<file path="config.mk">
export PLATFORM = sky130hd
export DESIGN_NAME = box_drawer
export DESIGN_NICKNAME = d
export VERILOG_FILES = /design/src/rtl/box_drawer_pkg.sv /design/src/rtl/xy_scan_counter.sv /design/src/rtl/box_drawer.sv
export SDC_FILE = /design/constraint.sdc
export NUM_CORES = 1
export LEC_CHECK = 0
export BUFFER_PORTS_ARGS = -buffer_cell sky130_fd_sc_hd__buf_2
export CORE_MARGIN = 8
export CORE_UTILIZATION = 25
export CTS_BUF_LIST = sky130_fd_sc_hd__clkbuf_2 sky130_fd_sc_hd__clkbuf_4 sky130_fd_sc_hd__clkbuf_8
export DETAILED_ROUTE_END_ITERATION = 8
export GPL_TIMING_DRIVEN = 0
export PLACE_DENSITY_LB_ADDON = 0.05
export SLEW_MARGIN = 20
export SYNTH_ARGS = -nofsm -noshare
export SYNTH_HDL_FRONTEND = slang
export SYNTH_SLANG_ARGS = --single-unit
</file>
<file path="constraint.sdc">
create_clock -name clock -period 10.35 [get_ports clock]
set_input_delay 0.5175 -clock clock [delete_from_list [all_inputs] [get_ports clock]]
set_output_delay 0.5175 -clock clock [all_outputs]
set_load 0.01 [all_outputs]
</file>
<file path="src/rtl/box_drawer_pkg.sv">
// Shared widths, screen defaults, FSM state type and the extent-clipping
// helper for the box_drawer rectangle rasteriser.
package box_drawer_pkg;

  localparam int unsigned X_W      = 8;
  localparam int unsigned Y_W      = 7;
  localparam int unsigned COLOUR_W = 3;

  localparam int unsigned SCREEN_W_DEFAULT = 160;
  localparam int unsigned SCREEN_H_DEFAULT = 120;

  typedef enum logic [1:0] {
    IDLE,
    DRAW,
    DONE
  } box_state_t;

  // Visible extent of a span starting at origin with the given size inside
  // [0, limit). Done at 9 bits so origin+size can never wrap.
  function automatic logic [8:0] clip_extent(input logic [8:0] origin,
                                             input logic [8:0] size,
                                             input logic [8:0] limit);
    logic [8:0] room;
    room = limit - origin;
    if (origin >= limit) return '0;
    if (size > room) return room;
    return size;
  endfunction

endpackage

</file>
<file path="src/rtl/xy_scan_counter.sv">
// Nested column/row scan counter: column runs fastest, wraps to 0 and bumps
// the row. `last` flags the final position of a w_eff x h_eff scan.
module xy_scan_counter
  import box_drawer_pkg::*;
(
  input  logic           clock,
  input  logic           reset,
  input  logic           load,
  input  logic           advance,
  input  logic [X_W-1:0] w_eff,
  input  logic [Y_W-1:0] h_eff,
  output logic [X_W-1:0] col,
  output logic [Y_W-1:0] row,
  output logic           last
);

  logic col_end;
  logic row_end;

  // End-of-row / end-of-scan decode for the current position
  always_comb begin
    col_end = (col == w_eff - X_W'(1));
    row_end = (row == h_eff - Y_W'(1));
    last    = col_end && row_end;
  end

  // Position register: cleared on load, stepped in raster order on advance
  always_ff @(posedge clock) begin
    if (reset || load) begin
      col <= '0;
      row <= '0;
    end else if (advance) begin
      if (col_end) begin
        col <= '0;
        row <= row + Y_W'(1);
      end else begin
        col <= col + X_W'(1);
      end
    end
  end

endmodule

</file>
<file path="src/rtl/box_drawer.sv">
// Rectangle rasteriser feeding the VGA adapter pixel-write port: latches one
// command, clips it to the framebuffer and emits one pixel per clock.
// Optional feature macro: BOX_DRAWER_OUTLINE_EN (adds `outline` input; when
// set, only the border pixels of the rectangle are plotted).
module box_drawer
  import box_drawer_pkg::*;
#(
  parameter int unsigned SCREEN_W = SCREEN_W_DEFAULT,
  parameter int unsigned SCREEN_H = SCREEN_H_DEFAULT
) (
  input  logic                clock,
  input  logic                reset,
  input  logic                start,
  input  logic [X_W-1:0]      x0,
  input  logic [Y_W-1:0]      y0,
  input  logic [X_W-1:0]      w,
  input  logic [Y_W-1:0]      h,
  input  logic [COLOUR_W-1:0] colour_in,
`ifdef BOX_DRAWER_OUTLINE_EN
  input  logic                outline,
`endif
  output logic [X_W-1:0]      x,
  output logic [Y_W-1:0]      y,
  output logic [COLOUR_W-1:0] colour,
  output logic                plot,
  output logic                busy,
  output logic                done
);

  box_state_t state, state_d;

  logic [X_W-1:0]      x0_l;
  logic [Y_W-1:0]      y0_l;
  logic [X_W-1:0]      w_eff_l;
  logic [Y_W-1:0]      h_eff_l;
  logic [COLOUR_W-1:0] colour_l;

  logic [8:0] w_clip;
  logic [8:0] h_clip;
  logic       area_nz;

  logic           load;
  logic           advance;
  logic [X_W-1:0] col;
  logic [Y_W-1:0] row;
  logic           last;
  logic           col_end;
  logic [X_W-1:0] nxt_col;
  logic [Y_W-1:0] nxt_row;
  logic           nxt_plot;

  logic [X_W-1:0]      x_d;
  logic [Y_W-1:0]      y_d;
  logic [COLOUR_W-1:0] colour_d;
  logic                plot_d;
  logic                busy_d;
  logic                done_d;

  xy_scan_counter u_scan (
    .clock   (clock),
    .reset   (reset),
    .load    (load),
    .advance (advance),
    .w_eff   (w_eff_l),
    .h_eff   (h_eff_l),
    .col     (col),
    .row     (row),
    .last    (last)
  );

  // Clip the incoming command against the framebuffer
  always_comb begin
    w_clip  = clip_extent({1'b0, x0}, {1'b0, w}, 9'(SCREEN_W));
    h_clip  = clip_extent({2'b0, y0}, {2'b0, h}, 9'(SCREEN_H));
    area_nz = (w_clip != '0) && (h_clip != '0);
  end

  // Scan position one step ahead, so the registered outputs line up with
  // the counter position they describe
  always_comb begin
    col_end = (col == w_eff_l - X_W'(1));
    nxt_col = col_end ? '0 : col + X_W'(1);
    nxt_row = col_end ? row + Y_W'(1) : row;
  end

`ifdef BOX_DRAWER_OUTLINE_EN
  logic outline_l;

  // Outline decode: interior positions are visited but not plotted
  always_comb begin
    nxt_plot = !outline_l ||
               (nxt_col == '0) || (nxt_col == w_eff_l - X_W'(1)) ||
               (nxt_row == '0) || (nxt_row == h_eff_l - Y_W'(1));
  end

  // Outline flag is captured with the rest of the command
  always_ff @(posedge clock) begin
    if (!reset && load) outline_l <= outline;
  end
`else
  // Filled rectangles only: every visited position is plotted
  always_comb begin
    nxt_plot = 1'b1;
  end
`endif

  // FSM state register
  always_ff @(posedge clock) begin
    if (reset) state <= IDLE;
    else       state <= state_d;
  end

  // Next-state and next-output decode. The origin pixel is always on the
  // border, so it is plotted unconditionally on acceptance.
  always_comb begin
    state_d  = state;
    x_d      = x;
    y_d      = y;
    colour_d = '0;
    plot_d   = 1'b0;
    busy_d   = 1'b0;
    done_d   = 1'b0;
    load     = 1'b0;
    advance  = 1'b0;
    case (state)
      IDLE: begin
        if (start) begin
          load   = 1'b1;
          busy_d = 1'b1;
          if (area_nz) begin
            state_d  = DRAW;
            x_d      = x0;
            y_d      = y0;
            colour_d = colour_in;
            plot_d   = 1'b1;
          end else begin
            state_d = DONE;
            done_d  = 1'b1;
          end
        end
      end
      DRAW: begin
        busy_d = 1'b1;
        if (last) begin
          state_d = DONE;
          done_d  = 1'b1;
        end else begin
          advance  = 1'b1;
          x_d      = x0_l + nxt_col;
          y_d      = y0_l + nxt_row;
          colour_d = colour_l;
          plot_d   = nxt_plot;
        end
      end
      DONE: begin
        state_d = IDLE;
      end
      default: begin
        state_d = IDLE;
      end
    endcase
  end

  // Command latch: origin, colour and clipped extents held for the scan
  always_ff @(posedge clock) begin
    if (!reset && load) begin
      x0_l     <= x0;
      y0_l     <= y0;
      colour_l <= colour_in;
      w_eff_l  <= X_W'(w_clip);
      h_eff_l  <= Y_W'(h_clip);
    end
  end

  // Registered outputs to the adapter
  always_ff @(posedge clock) begin
    if (reset) begin
      x      <= '0;
      y      <= '0;
      colour <= '0;
      plot   <= 1'b0;
      busy   <= 1'b0;
      done   <= 1'b0;
    end else begin
      x      <= x_d;
      y      <= y_d;
      colour <= colour_d;
      plot   <= plot_d;
      busy   <= busy_d;
      done   <= done_d;
    end
  end

endmodule

</file>
== Yosys cells after proc, flatten, opt, wreduce, memory -nomap -nowiden ==
Index checks and enable logic that the tools add are counted.

* Register bits after elaboration: 71
* Bits of input ports: 36
* Output and inout port bits: 21
* Logic and storage cells: 88

* $add $sub $neg: 8
* Magnitude comparators: 4
* Equality and inequality tests: 7
* Multiplexer cells: 44
* Reduce and logical (&&, ||, !) cells: 11

{| class="wikitable"
|+ Operators with widths
! operator !! number
|-
| 9-bit 2-to-1 mux || 8
|-
| 8-bit 2-to-1 mux || 4
|-
| 7-bit 2-to-1 mux || 4
|-
| 9-bit nonzero test || 2
|-
| 8-bit one-hot mux with 2 select lines || 1
|-
| 1-bit 2-to-1 mux || 15
|-
| 7-bit one-hot mux with 2 select lines || 1
|-
| 7-bit by 9-bit > comparator with 1-bit output || 1
|-
| 8-bit by 9-bit > comparator with 1-bit output || 1
|-
| 3-bit 2-to-1 mux || 3
|-
| 8-bit by 8-bit subtractor with 9-bit output (first input constant) || 1
|-
| 8-bit by 1-bit adder with 8-bit output (second input constant) || 1
|-
| 8-bit adder || 1
|-
| 8-bit equality test || 1
|-
| 8-bit >= comparator (second input constant) || 1
|-
| 2-bit != test (second input constant) || 4
|-
| 7-bit by 7-bit subtractor with 8-bit output (first input constant) || 1
|-
| 8-bit by 1-bit subtractor with 8-bit output (second input constant) || 1
|-
| 7-bit by 1-bit adder with 7-bit output (second input constant) || 1
|-
| 7-bit adder || 1
|-
| 7-bit equality test || 1
|-
| 7-bit >= comparator (second input constant) || 1
|-
| 7-bit by 1-bit subtractor with 7-bit output (second input constant) || 1
|-
| 2-bit 2-to-1 mux || 3
|-
| other kinds (11) || 15
|}

== Longest topological paths before layout ==
Gate-level depths: netlist (run 1).

* Depth after elaboration: 11
* Mapped depth: 20

== Hierarchy ==
A second synthesis (run 1) with hierarchy kept.

* Cells, all modules: 586
* Area, all modules: 5,372.7 µm²

{| class="wikitable"
|+ By module, submodules not included
! module !! instances !! cells an instance !! area each (µm²)
|-
| box_drawer || 1 || 449 || 4,235.3
|-
| xy_scan_counter || 1 || 137 || 1,137.3
|}

== Worst setup path before layout (run 1) ==
OpenSTA, ideal clock, no wires.

* Path kind: register to register
* From: register w_eff_l[0]
* To: register y[6]
* Library setup time: 0.115 ns
* Arrival time: 3.667 ns
* Required time: 10.235 ns
* Slack: 6.569 ns
* Cell stages (with the launch flop): 19
* Buffers on the path: 2
* Period minus slack after synthesis: 3.781 ns
* Cell sequence: edfxtp_1 -> inv_1 -> ha_1 -> xnor2_1 -> nor4_1 -> o2111a_1 -> buf_2 -> buf_1 -> xor2_1 -> ha_1 -> fa_1 -> a21o_1 -> a21oi_1 -> o21bai_1 -> a21oi_1 -> xnor2_1 -> xnor2_1 -> o21ai_0 -> o21a_1

* Longest elaborated chain between the ends: 6
* Elaborated cells between the ends (all ways): 9
* Those cells by class: add/sub (2); eq/ne (2); mux (3); reduce/logical (2)

{| class="wikitable"
|+ RTL lines
! what !! RTL line !! RTL
|-
| start: declaration || box_drawer.sv:34 || <nowiki>logic [X_W-1:0] w_eff_l;</nowiki>
|-
| start signal: assignment || box_drawer.sv:170 || <nowiki>w_eff_l <= X_W'(w_clip);</nowiki>
|-
| 8-bit by 1-bit subtractor with 8-bit output || box_drawer.sv:81 || <nowiki>col_end = (col == w_eff_l - X_W'(1));</nowiki>
|-
| 8-bit equality test || box_drawer.sv:81 ||
|-
| 7-bit 2-to-1 mux || n/a ||
|-
| named net nxt_row[0] || box_drawer.sv:49 || <nowiki>logic [Y_W-1:0] nxt_row;</nowiki>
|-
| 7-bit adder || box_drawer.sv:150 || <nowiki>y_d = y0_l + nxt_row;</nowiki>
|-
| 7-bit 2-to-1 mux || box_drawer.sv:144 || <nowiki>if (last) begin</nowiki>
|-
| 7-bit one-hot mux with 2 select lines || box_drawer.sv:125 || <nowiki>case (state)</nowiki>
|-
| end signal: assignment || box_drawer.sv:186 || <nowiki>y <= y_d;</nowiki>
|-
| end: declaration || box_drawer.sv:23 || <nowiki>output logic [Y_W-1:0] y,</nowiki>
|}

The timed path passes the listed nets, and every way through them passes these cells. The select of a mux whose other input is x is not followed.
A chain may end at the register's enable or synchronous reset.

== Worst setup path after layout (run 1) ==
Ends and elaborated chain as after synthesis.

==> flow_summary.yaml, run 1 <==
routing:
  drt_first_pass_iters: 4
  vias_per_cell: 4.566
  vias: 3986
  drt_wl_total_um: 13660
  initialDrtViolationCount: 257
  drc: 0
  routedWlPerCell_um: 15.64
  postRouteAntennaNets: 0
die:
  dieArea_sq_um: 24160
  row_count: 51
  io_pins: 57
  dieHeight_um: 155.4
  core_sq_um: 19270
  die_w_um: 155.4
  initial_utilization: 0.2522
finish:
  final_layout_size_suffix_gt1_frac: 0.1595
  design_area_sq_um: 5682
  area_delta_synth_final_pct: 16.92
  fillerInstances: 2151
  diodes: 0
  nNetsFinal: 675
  final_core_util: 0.2948
  final_cells: 873
setup_path:
  critPathKind: "flip-flop to flip-flop"
  r2r-end: "y[6]"
  critical-path-max-stage-delay_ns: 0.45
  r2r-start: "w_eff_l[0]"
  critPathLaunchType: "flip-flop"
  reg2reg_depth: 19
  path_buf_inv: 3
  cp-end-kind: "flip-flop"
  arrival_ns: 4.74
  cp.required_ns: 10.62
  timing.reg2reg.setup_slack_ns: 5.88
  path_max_fanout: 10
  slowest_stage: "edfxtp_1"
  crit_top_cell: "a21oi_1"
  critPathTopFamily: "compound AO/OA/AOI/OAI gates"
  worstPathCellList: "inv_1 > ha_1 > nand2b_1 > a21oi_1 > a31oi_1 > o2111a_1 > buf_2 > buf_1 > xor2_1 > ha_1 > fa_1 > a21o_1 > a21oi_1 > o21bai_1 > a21oi_1 > xnor2_1 > xnor2_1 > o21ai_0 > o21a_1"
hold_path:
  hold_depth: 1
  hp-start: "x0[2]"
  worstHoldEndpoint: "x0_l[2]"
  worstHoldPathType: "input pin to flip-flop"
place:
  place_congestion: 0.7898
  place_area_sq_um: 5507
  dp_cells: 857
  portBuffers: 56
  dpl.hpwl_um: 10830
  post-place-ws_ns: 5.870
clock_tree:
  cts_buffers: 9
  clockRootBuffer: "clkbuf_8"
  clkTransAtPathRegs_ns: 0.08
  cts_buffer_depth: 2
  tritoncts: "built"
  clk_latency_ns: 0.37
  post_cts_buffers: 0
  htree_levels: 3
  cts_resized: 0
  cts.sinks: 71
  cts_hold_buf: 0
timing:
  report.final.setup_viol: 0
  slew_violations: 0
  rsz0062_at_grt: "no"
  finalHoldViolCount: 0
  fmax_ghz: 0.2238
  setup_ws_ns: 5.881
  finalCritPeriodShare: 0.4317
  clock-skew-final_ns: 0.01196
  fin_crit_ns: 4.469
  setup-tns-final_ns: 0
  tightest_slew_ns: 0.9836
  slew-limit-headroom: 0.3428
logic_synthesis:
  yosysTopAreaCell: "edfxtp_1"
  syn_area_sq_um: 4860
  yosysSeqAreaShare: 0.3605
  synth_fp_nets: 607
  ys_warn_count: 0
  synth_cell_types: 68
  synthArstFlopShare: 0
  avgSynthCellArea_sq_um: 9.083
  synth_flop_cell: "dfxtp_1"
  postSynthCellCount: 535
  synth_edf_count: 33
  yosys-top-cells-area: "edfxtp_1, dfxtp_1, ha_1, xor2_1, nor2_1"
  synth_top_area_frac: 0.2039
  synth-seq-cells: 71
job:
  drv_cap: 0
outcome:
  outcome: "finished clean"
pwr:
  p_leak_uw: 0.002424
  power_density_nw_per_um2: 135.8
  ir_drop_mv: 0.09861
grt:
  grtUsageTotal: 0.1167
  overflow: 0
  grt_pass1_wl_um: 21980
  antenna_found_initial: 0
  grt_pass1_vias: 4044
  grt_max_degree: 19
==> cell type report <==
cell class / instances / area, sq um / share of cell area
buffer: 25 / 112.6 / 0.01982
clock buffer: 11 / 145.1 / 0.02554
clock inverter: 5 / 30.03 / 0.005285
inverter: 29 / 108.9 / 0.01916
multi-input combinational: 410 / 2894 / 0.5094
sequential: 71 / 1752 / 0.3083
tap: 265 / 331.6 / 0.05836
timing repair buffer: 57 / 307.8 / 0.05417
==> per-layer routing <==
| metal | wire [um] | track usage | up-vias |
|---|---|---|---|
| met3 | 552 | 0.02940 | 8 |
| met5 | 0 | 0 | - |
| met4 | 150 | 0.03050 | 0 |
| met2 | 5625 | 0.1689 | 78 |
| li1 | - | - | 2058 |
| met1 | 7326 | 0.1676 | 1842 |
==> synth_stat cells, drive strengths merged, types with 4 or more instances <==
| cell type | instances |
|---|---|
| nor2 | 64 |
| dfxtp | 38 |
| a21oi | 34 |
| ha | 34 |
| edfxtp | 33 |
| nand2 | 32 |
| xor2 | 30 |
| inv | 29 |
| xnor2 | 26 |
| o21ai | 24 |
| mux2i | 18 |
| nor3 | 18 |
| clkbuf | 17 |
| nand3 | 17 |
| buf | 8 |
| a211oi | 7 |
| a21o | 7 |
| nand2b | 6 |
| nor2b | 6 |
| nand4 | 5 |
| nor3b | 5 |
| or3 | 5 |
| a31oi | 4 |
| and2 | 4 |
| and4 | 4 |
| o21bai | 4 |
| or2 | 4 |
==> state kept, by name (all words and copies together), names as in the netlist, 3 cells and up <==
register / count
colour_l: 3
w_eff_l: 8
h_eff_l: 7
u_scan.col: 8
x0_l: 8
x: 8
y0_l: 7
u_scan.row: 7
y: 7
colour: 3
==> cell families after synthesis <==
logic type	Yosys count	synth area share
AO/OA/AOI/OAI	114	0.1635
adder cells (fa/ha/maj)	36	0.09578
XOR/XNOR	57	0.1087
multiplexers	19	0.03939
flip-flops	71	0.3605
buffers and inverters	54	0.04557
AND/OR/NAND/NOR	184	0.1867
==> worst max path at each step <==
stage / startpoint / depth (start not counted) / to / slack (ns)
3_5_place_dp: w_eff_l[0] / 19 / y[6] / 5.87
6_report: w_eff_l[0] / 19 / y[6] / 5.88
4_1_cts: w_eff_l[0] / 19 / y[6] / 5.81
3_3_place_gp: start / 3 / x0_l[2] / 5.82
2_1_floorplan: w_eff_l[0] / 18 / y[6] / 6.57
5_1_grt: w_eff_l[0] / 19 / y[6] / 5.45
==> stage by stage <==
| step | power [uW] | hold WS, ns |
|---|---|---|
| after floorplan | 486.9 | 0.4761 |
| after global placement | 561.5 | 0.4596 |
| after detailed placement | 565.5 | 0.4600 |
| after CTS | 784.3 | 0.3090 |
| after global routing | 820.2 | 0.3180 |
| final | 771.8 | 0.3318 |
==> cell usage in the layout (no fill, tap or decap), types with 4 or more instances in the layout <==
master    Yosys  routed
a21o_1        7       7
nand2b_1      6       6
a211oi_1      6       6
inv_1        29      29
o21bai_1      4       4
buf_2         6      62
xnor2_1      25      25
nor2_1       64      64
nor2b_1       6       5
mux2i_1      18      18
a21oi_1      33      33
dfxtp_1      38      38
or2_2         4       4
ha_1         34      34
o21ai_0      24      24
or3_1         5       5
nor3b_1       4       4
clkbuf_8      0      10
nor3_1       17      17
inv_4         0       4
nand4_1       5       5
edfxtp_1     33      33
and4_1        4       4
nand2_1      32      32
nand3_1      17      17
xor2_1       29      29
and2_1        4       4
clkbuf_1     17      17
==> where the power goes <==
group / switching (uW) / total [uW] / internal [uW]
Clock: 120 / 216 / 96.6
Sequential: 14.1 / 336 / 322
Combinational: 132 / 219 / 87.4
No activity file was read; power rests on OpenSTA's default activity.
==> inputs of run 2 (changes only) <==
- clock period: 10.35 -> 4.03 ns (I/O delays scaled with it)
==> run 2 against run 1 <==
- via count barely moved
- total power rose to 2.6 times the previous value
- clock skew fell by 0.0015 ns
- critical path type unchanged
- sequential cell count did not move
- setup slack got worse by 5.6 ns
- first-iteration DRC count fell by 8.9%
- maximum frequency rose by 18%
- critical path depth fell by 1
- largest power group unchanged
- cell count rose by 0.92%
- sequential share of layout area fell by 0.68 points
- final area rose by 2.3%
==> flow_summary.yaml, run 2 (synthesized netlist as in run 1, its figures left out) <==
outcome:
  outcome: "finished clean"
clock_tree:
  clk_latency_ns: 0.37
  htree_levels: 3
  cts_buffers: 9
  cts.sinks: 71
  clockRootBuffer: "clkbuf_8"
  cts_buffer_depth: 2
  tritoncts: "built"
  clkTransAtPathRegs_ns: 0.08
setup_path:
  critPathTopFamily: "compound AO/OA/AOI/OAI gates"
  slowest_stage: "edfxtp_1"
  arrival_ns: 4.04
  critical_path_depth: 18
  path_max_fanout: 5
  worstPathCellList: "inv_1 > ha_2 > xnor2_1 > nor4_1 > o2111a_2 > buf_4 > and2_1 > clkbuf_1 > xor2_1 > ha_1 > a21o_1 > a21oi_2 > o21bai_1 > a21oi_2 > xnor2_1 > xnor2_1 > o21ai_0 > o21a_1"
  path_buf_inv: 3
  cp-end-kind: "flip-flop"
  crit_top_cell: "xnor2_1"
  critical-path-max-stage-delay_ns: 0.42
  reg2reg_depth: 18
  cp.required_ns: 4.30
  critPathLaunchType: "flip-flop"
  critPathKind: "flip-flop to flip-flop"
pwr:
  power_density_nw_per_um2: 347.6
  ir_drop_mv: 0.2559
  p_leak_uw: 0.002476
die:
  die_w_um: 155.4
  initial_utilization: 0.2522
  io_pins: 57
  dieArea_sq_um: 24160
  dieHeight_um: 155.4
  row_count: 51
  core_sq_um: 19270
place:
  portBuffers: 56
  place_congestion: 0.7898
  dp_cells: 857
  dpl.hpwl_um: 10830
finish:
  mostFrequentLayoutCell: "nor2_1"
  diodes: 0
  final_cell_mix: "nor2_1, buf_2, dfxtp_1"
  nNetsFinal: 683
  final_cells: 881
  multiInputGateArea_sq_um: 2934
  final_layout_size_suffix_gt1_frac: 0.1851
  area_delta_synth_final_pct: 19.57
  ff_latch_area_sq_um: 1752
  fillerInstances: 2143
timing:
  rsz0062_at_grt: "no"
  fin_crit_ns: 3.775
  slew-limit-headroom: 0.3550
  finalCritPeriodShare: 0.9366
  hold_slack_ns: 0.01787
  report.final.setup_viol: 0
  finalHoldViolCount: 0
  clock-skew-final_ns: 0.01041
  tightest_slew_ns: 0.9654
  slew_violations: 0
  fmax_ghz: 0.2649
grt:
  grt_max_degree: 19
  grt_pass1_vias: 4055
  antenna_found_initial: 0
  grtUsageTotal: 0.1168
  overflow: 0
  grt_pass1_wl_um: 22000
hold_path:
  hold_depth: 1
  worstHoldPathType: "input pin to flip-flop"
routing:
  drt_first_pass_iters: 4
  drt_wl_total_um: 13790
  initialDrtViolationCount: 234
  vias: 3985
  drc: 0
  postRouteAntennaNets: 0
  routedWlPerCell_um: 15.65
  vias_per_cell: 4.523
job:
  drv_cap: 0
-- run 2: final cells by class --
| class | count | area share |
|---|---|---|
| clock inverter | 5 | 0.005168 |
| buffer | 25 | 0.02175 |
| timing repair buffer | 65 | 0.06589 |
| sequential | 71 | 0.3015 |
| multi-input combinational | 410 | 0.5050 |
| tap | 265 | 0.05706 |
| inverter | 29 | 0.01873 |
| clock buffer | 11 | 0.02498 |
-- run 2: worst register-to-register path, cell delays in order (launching register included) --
cell and delay (ns):
edfxtp_1 0.42, inv_1 0.08, ha_2 0.27, xnor2_1 0.13, nor4_1 0.30, o2111a_2 0.29, buf_4 0.15, and2_1 0.12
clkbuf_1 0.23, xor2_1 0.23, ha_1 0.30, a21o_1 0.20, a21oi_2 0.17, o21bai_1 0.09, a21oi_2 0.14, xnor2_1 0.14
xnor2_1 0.14, o21ai_0 0.09, o21a_1 0.19
-- run 2: metal layers --
| metal | GRT usage | vias up | share of wire |
|---|---|---|---|
| met3 | 0.02913 | 5 | 0.041 |
| li1 | - | 2068 | - |
| met1 | 0.1674 | 1839 | 0.53 |
| met2 | 0.1695 | 73 | 0.42 |
| met4 | 0.03050 | 0 | 0.0077 |
| met5 | 0 | - | 0 |
-- run 2: timing repair --
action / in CTS / in global routing
hold buffers: 1 / 0
endpoints found under the hold margin: 1 / 0
endpoints found under the setup margin: 5 / 15
buffers inserted: 1 / 6
pin swaps: 1 / 5
gates resized for setup: 5 / 11
-- run 2: path summary, 6_finish.rpt --
kind | slack (ns) | startpoint | end
setup / recovery | 0.26 | w_eff_l[0] | y[6]
hold / removal | 0.02 | colour_in[0] | colour_l[0]
setup reg to reg | 0.26 | w_eff_l[0] | y[6]
hold reg to reg | 0.47 | x[7] | x[7]
-- run 2: metrics by stage --
stage                     worst slack (ns)  total power [uW]  TNS (ns)  instance area, sq um  utilization
after global placement             -0.4571              1442    -14.65                  5472       0.2839
final                               0.2553              2020         0                  5811       0.3015
after global routing               0.02081              2145         0                  5811       0.3015
after detailed placement           -0.4495              1452    -1.269                  5507       0.2857
after CTS                          0.02086              2016         0                  5709       0.2963
after floorplan                     0.2486              1251         0                  4860            -
-- run 2: report_power, final --
group          internal [uW]  switching, uW  total, uW
clock network            248            309        557
registers                827           35.9        863
logic                    251            349        600
==> inputs of run 3 (changes only) <==
- ABC_AREA: default -> 1
==> run 3 against run 2 <==
- global-route usage is 0.11 points lower
- cell count up 18%
- count of clock-buffer cells in the layout unchanged
- register-to-register slack better by 0.07 ns
- setup slack better by 0.069 ns
- synthesized cell count rose by 30%
- non-clock buffer count down 12
- critical path depth increased by 7
- area after synthesis increased by 5.7%
==> flow_summary.yaml, run 3 <==
logic_synthesis:
  avgSynthCellArea_sq_um: 7.378
  synth_edf_count: 33
  yosys-top-cells-count: "nand2_1, inv_1, nand3_1"
  yosys-top-cells-area: "edfxtp_1, dfxtp_1, nand2_1, inv_1, ha_1"
  synth_top_area_frac: 0.1930
  yosysMostFrequentCell: "nand2_1"
  synth_flop_cell: "dfxtp_1"
  synth_fp_nets: 768
  synth-seq-cells: 71
  postSynthCellCount: 696
  synth_cell_types: 42
  synthArstFlopShare: 0
  yosysSeqAreaShare: 0.3411
  yosysTopAreaCell: "edfxtp_1"
  syn_area_sq_um: 5135
  ys_warn_count: 0
clock_tree:
  clk_latency_ns: 0.37
  cts_buffers: 9
  cts_buffer_depth: 2
  clkTransAtPathRegs_ns: 0.09
  cts_hold_buf: 0
  clockRootBuffer: "clkbuf_8"
  cts.sinks: 71
  tritoncts: "built"
  htree_levels: 3
pwr:
  power_frac_seq: 0.421
  p_leak_uw: 0.002955
  swShare: 0.3623
  power.share.clock: 0.249
  combPwrFrac: 0.330
  power.total_uw: 2070
  p_int_uw: 1320
  ir_drop_mv: 0.1255
  power_density_nw_per_um2: 345.1
  power.switching_uw: 749.8
place:
  place_area_sq_um: 5783
  portBuffers: 55
  place_congestion: 0.7524
  dpl.hpwl_um: 11680
grt:
  overflow: 0
  grt_pass1_wl_um: 23350
  grt_max_degree: 19
  grtUsageTotal: 0.1157
  grt_pass1_vias: 4402
  antenna_found_initial: 0
timing:
  fin_crit_ns: 3.706
  tightest_slew_ns: 0.6912
  report.final.setup_viol: 0
  fmax_ghz: 0.2698
  clock-skew-final_ns: 0.01705
  hold_slack_ns: 0.03247
  slew-limit-headroom: 0.5381
  slew_violations: 0
  finalCritPeriodShare: 0.9196
  finalHoldViolCount: 0
routing:
  vias_per_cell: 4.246
  postRouteAntennaNets: 0
  routedWlPerCell_um: 13.89
  initialDrtViolationCount: 168
  drt_wl_total_um: 14470
  drc: 0
  drt_first_pass_iters: 4
  vias: 4424
finish:
  area_delta_synth_final_pct: 16.79
  design_area_sq_um: 5997
  final_cell_mix: "nand2_1, inv_1, nand3_1"
  diodes: 0
  nNetsFinal: 839
  mostFrequentLayoutCell: "nand2_1"
  final_layout_size_suffix_gt1_frac: 0.1658
die:
  dieHeight_um: 159.3
  initial_utilization: 0.2546
  core_sq_um: 20170
  io_pins: 57
  row_count: 52
  die_w_um: 159.3
  dieArea_sq_um: 25380
setup_path:
  critPathLaunchType: "flip-flop"
  arrival_ns: 3.96
  cp-end-kind: "flip-flop"
  cp.required_ns: 4.28
  critPathKind: "flip-flop to flip-flop"
  path_max_fanout: 4
outcome:
  outcome: "finished clean"
job:
  drv_cap: 0
hold_path:
  worstHoldPathType: "input pin to flip-flop"
==> run 3: changes by cell type in the layout (fill, tap and decap cells not counted), moves of 12 or more <==
cell | before | now
xnor2_1 | 25 | 12
nor3_1 | 17 | 3
mux2i_1 | 18 | 0
nand2_1 | 32 | 139
a21oi_2 | 4 | 16
nand3_1 | 17 | 75
inv_1 | 29 | 126
==> run 3: power by group through the flow <==
stage | clock [uW] | sequential (uW) | combinational [uW]
2_1_floorplan | 0 | 895 | 466
3_3_place_gp | 0 | 892 | 675
3_5_place_dp | 0 | 889 | 685
4_1_cts | 545 | 873 | 691
5_1_grt | 570 | 880 | 787
6_report | 515 | 871 | 683
==> run 3: per-stage QoR <==
step / std cells / TNS, ns / utilization / worst slack [ns]
after detailed placement: 1022 / 0 / 0.2867 / 0.1654
after floorplan: 696 / 0 / - / 0.8009
after global placement: 1021 / -0.3258 / 0.2850 / -0.01118
after global routing: 1042 / -0.04536 / 0.2973 / -0.04536
after CTS: 1038 / 0 / 0.2949 / 0.1053
final: 1042 / 0 / 0.2973 / 0.3239
==> run 3: logic make-up after synthesis <==
group | share of synthesized area
buffers and inverters | 0.1228
xor gates and xnor gates | 0.06481
DFF | 0.3411
muxes | 0.002193
and+or+nand+nor | 0.2763
adders and majority gates | 0.09064
AOI/OAI and AO/OA | 0.1021
==> run 3: layout make-up <==
cell class	instances	area [sq um]
Multi-Input combinational cell	477	2776
Clock inverter	5	26.28
Sequential cell	71	1752
Tap cell	270	337.8
Inverter	130	488.0
Timing Repair Buffer	60	332.8
Buffer	18	145.1
Clock buffer	11	138.9
Fill cell	2226	14170
==> run 3: final timing paths <==
kind | slack, ns | endpoint | cells after the start | start
hold reg to reg | 0.52 | colour[2] | 2 | colour_l[2]
hold / removal | 0.03 | colour_l[0] | 1 | colour_in[0]
setup / recovery | 0.32 | y[6] | 25 | w_eff_l[0]
setup reg to reg | 0.32 | y[6] | 25 | w_eff_l[0]
==> run 3: timing repair <==
action / in CTS / in global routing
endpoints found under the hold margin: 0 / 0
setup buffers: 0 / 4
endpoints found under the setup margin: 0 / 4
gates resized for setup: 0 / 6
==> run 3: critical path: stages, from the launching register on <==
cell      delay [ns]
edfxtp_1        0.39
inv_1           0.09
ha_2            0.28
xnor2_1         0.12
nor2_1          0.12
nand3_1         0.10
nor2_2          0.14
nand3_2         0.14
buf_4           0.17
nor2_1          0.14
nand3_1         0.15
xor2_2          0.22
inv_1           0.09
ha_1            0.33
a21oi_1         0.15
nand2_1         0.08
inv_1           0.08
o21bai_1        0.08
a21oi_2         0.15
inv_1           0.05
nand2_1         0.06
nand4_1         0.10
nand3_1         0.10
nand2_1         0.09
a21oi_2         0.11
nor2_1          0.06
==> run 3: per-layer routing <==
layer | track usage | wire [um] | vias up
li1 | - | - | 2368
met5 | 0 | 0 | -
met1 | 0.1644 | 7684 | 1982
met4 | 0.03902 | 128 | 0
met3 | 0.02378 | 659 | 8
met2 | 0.1698 | 6002 | 66
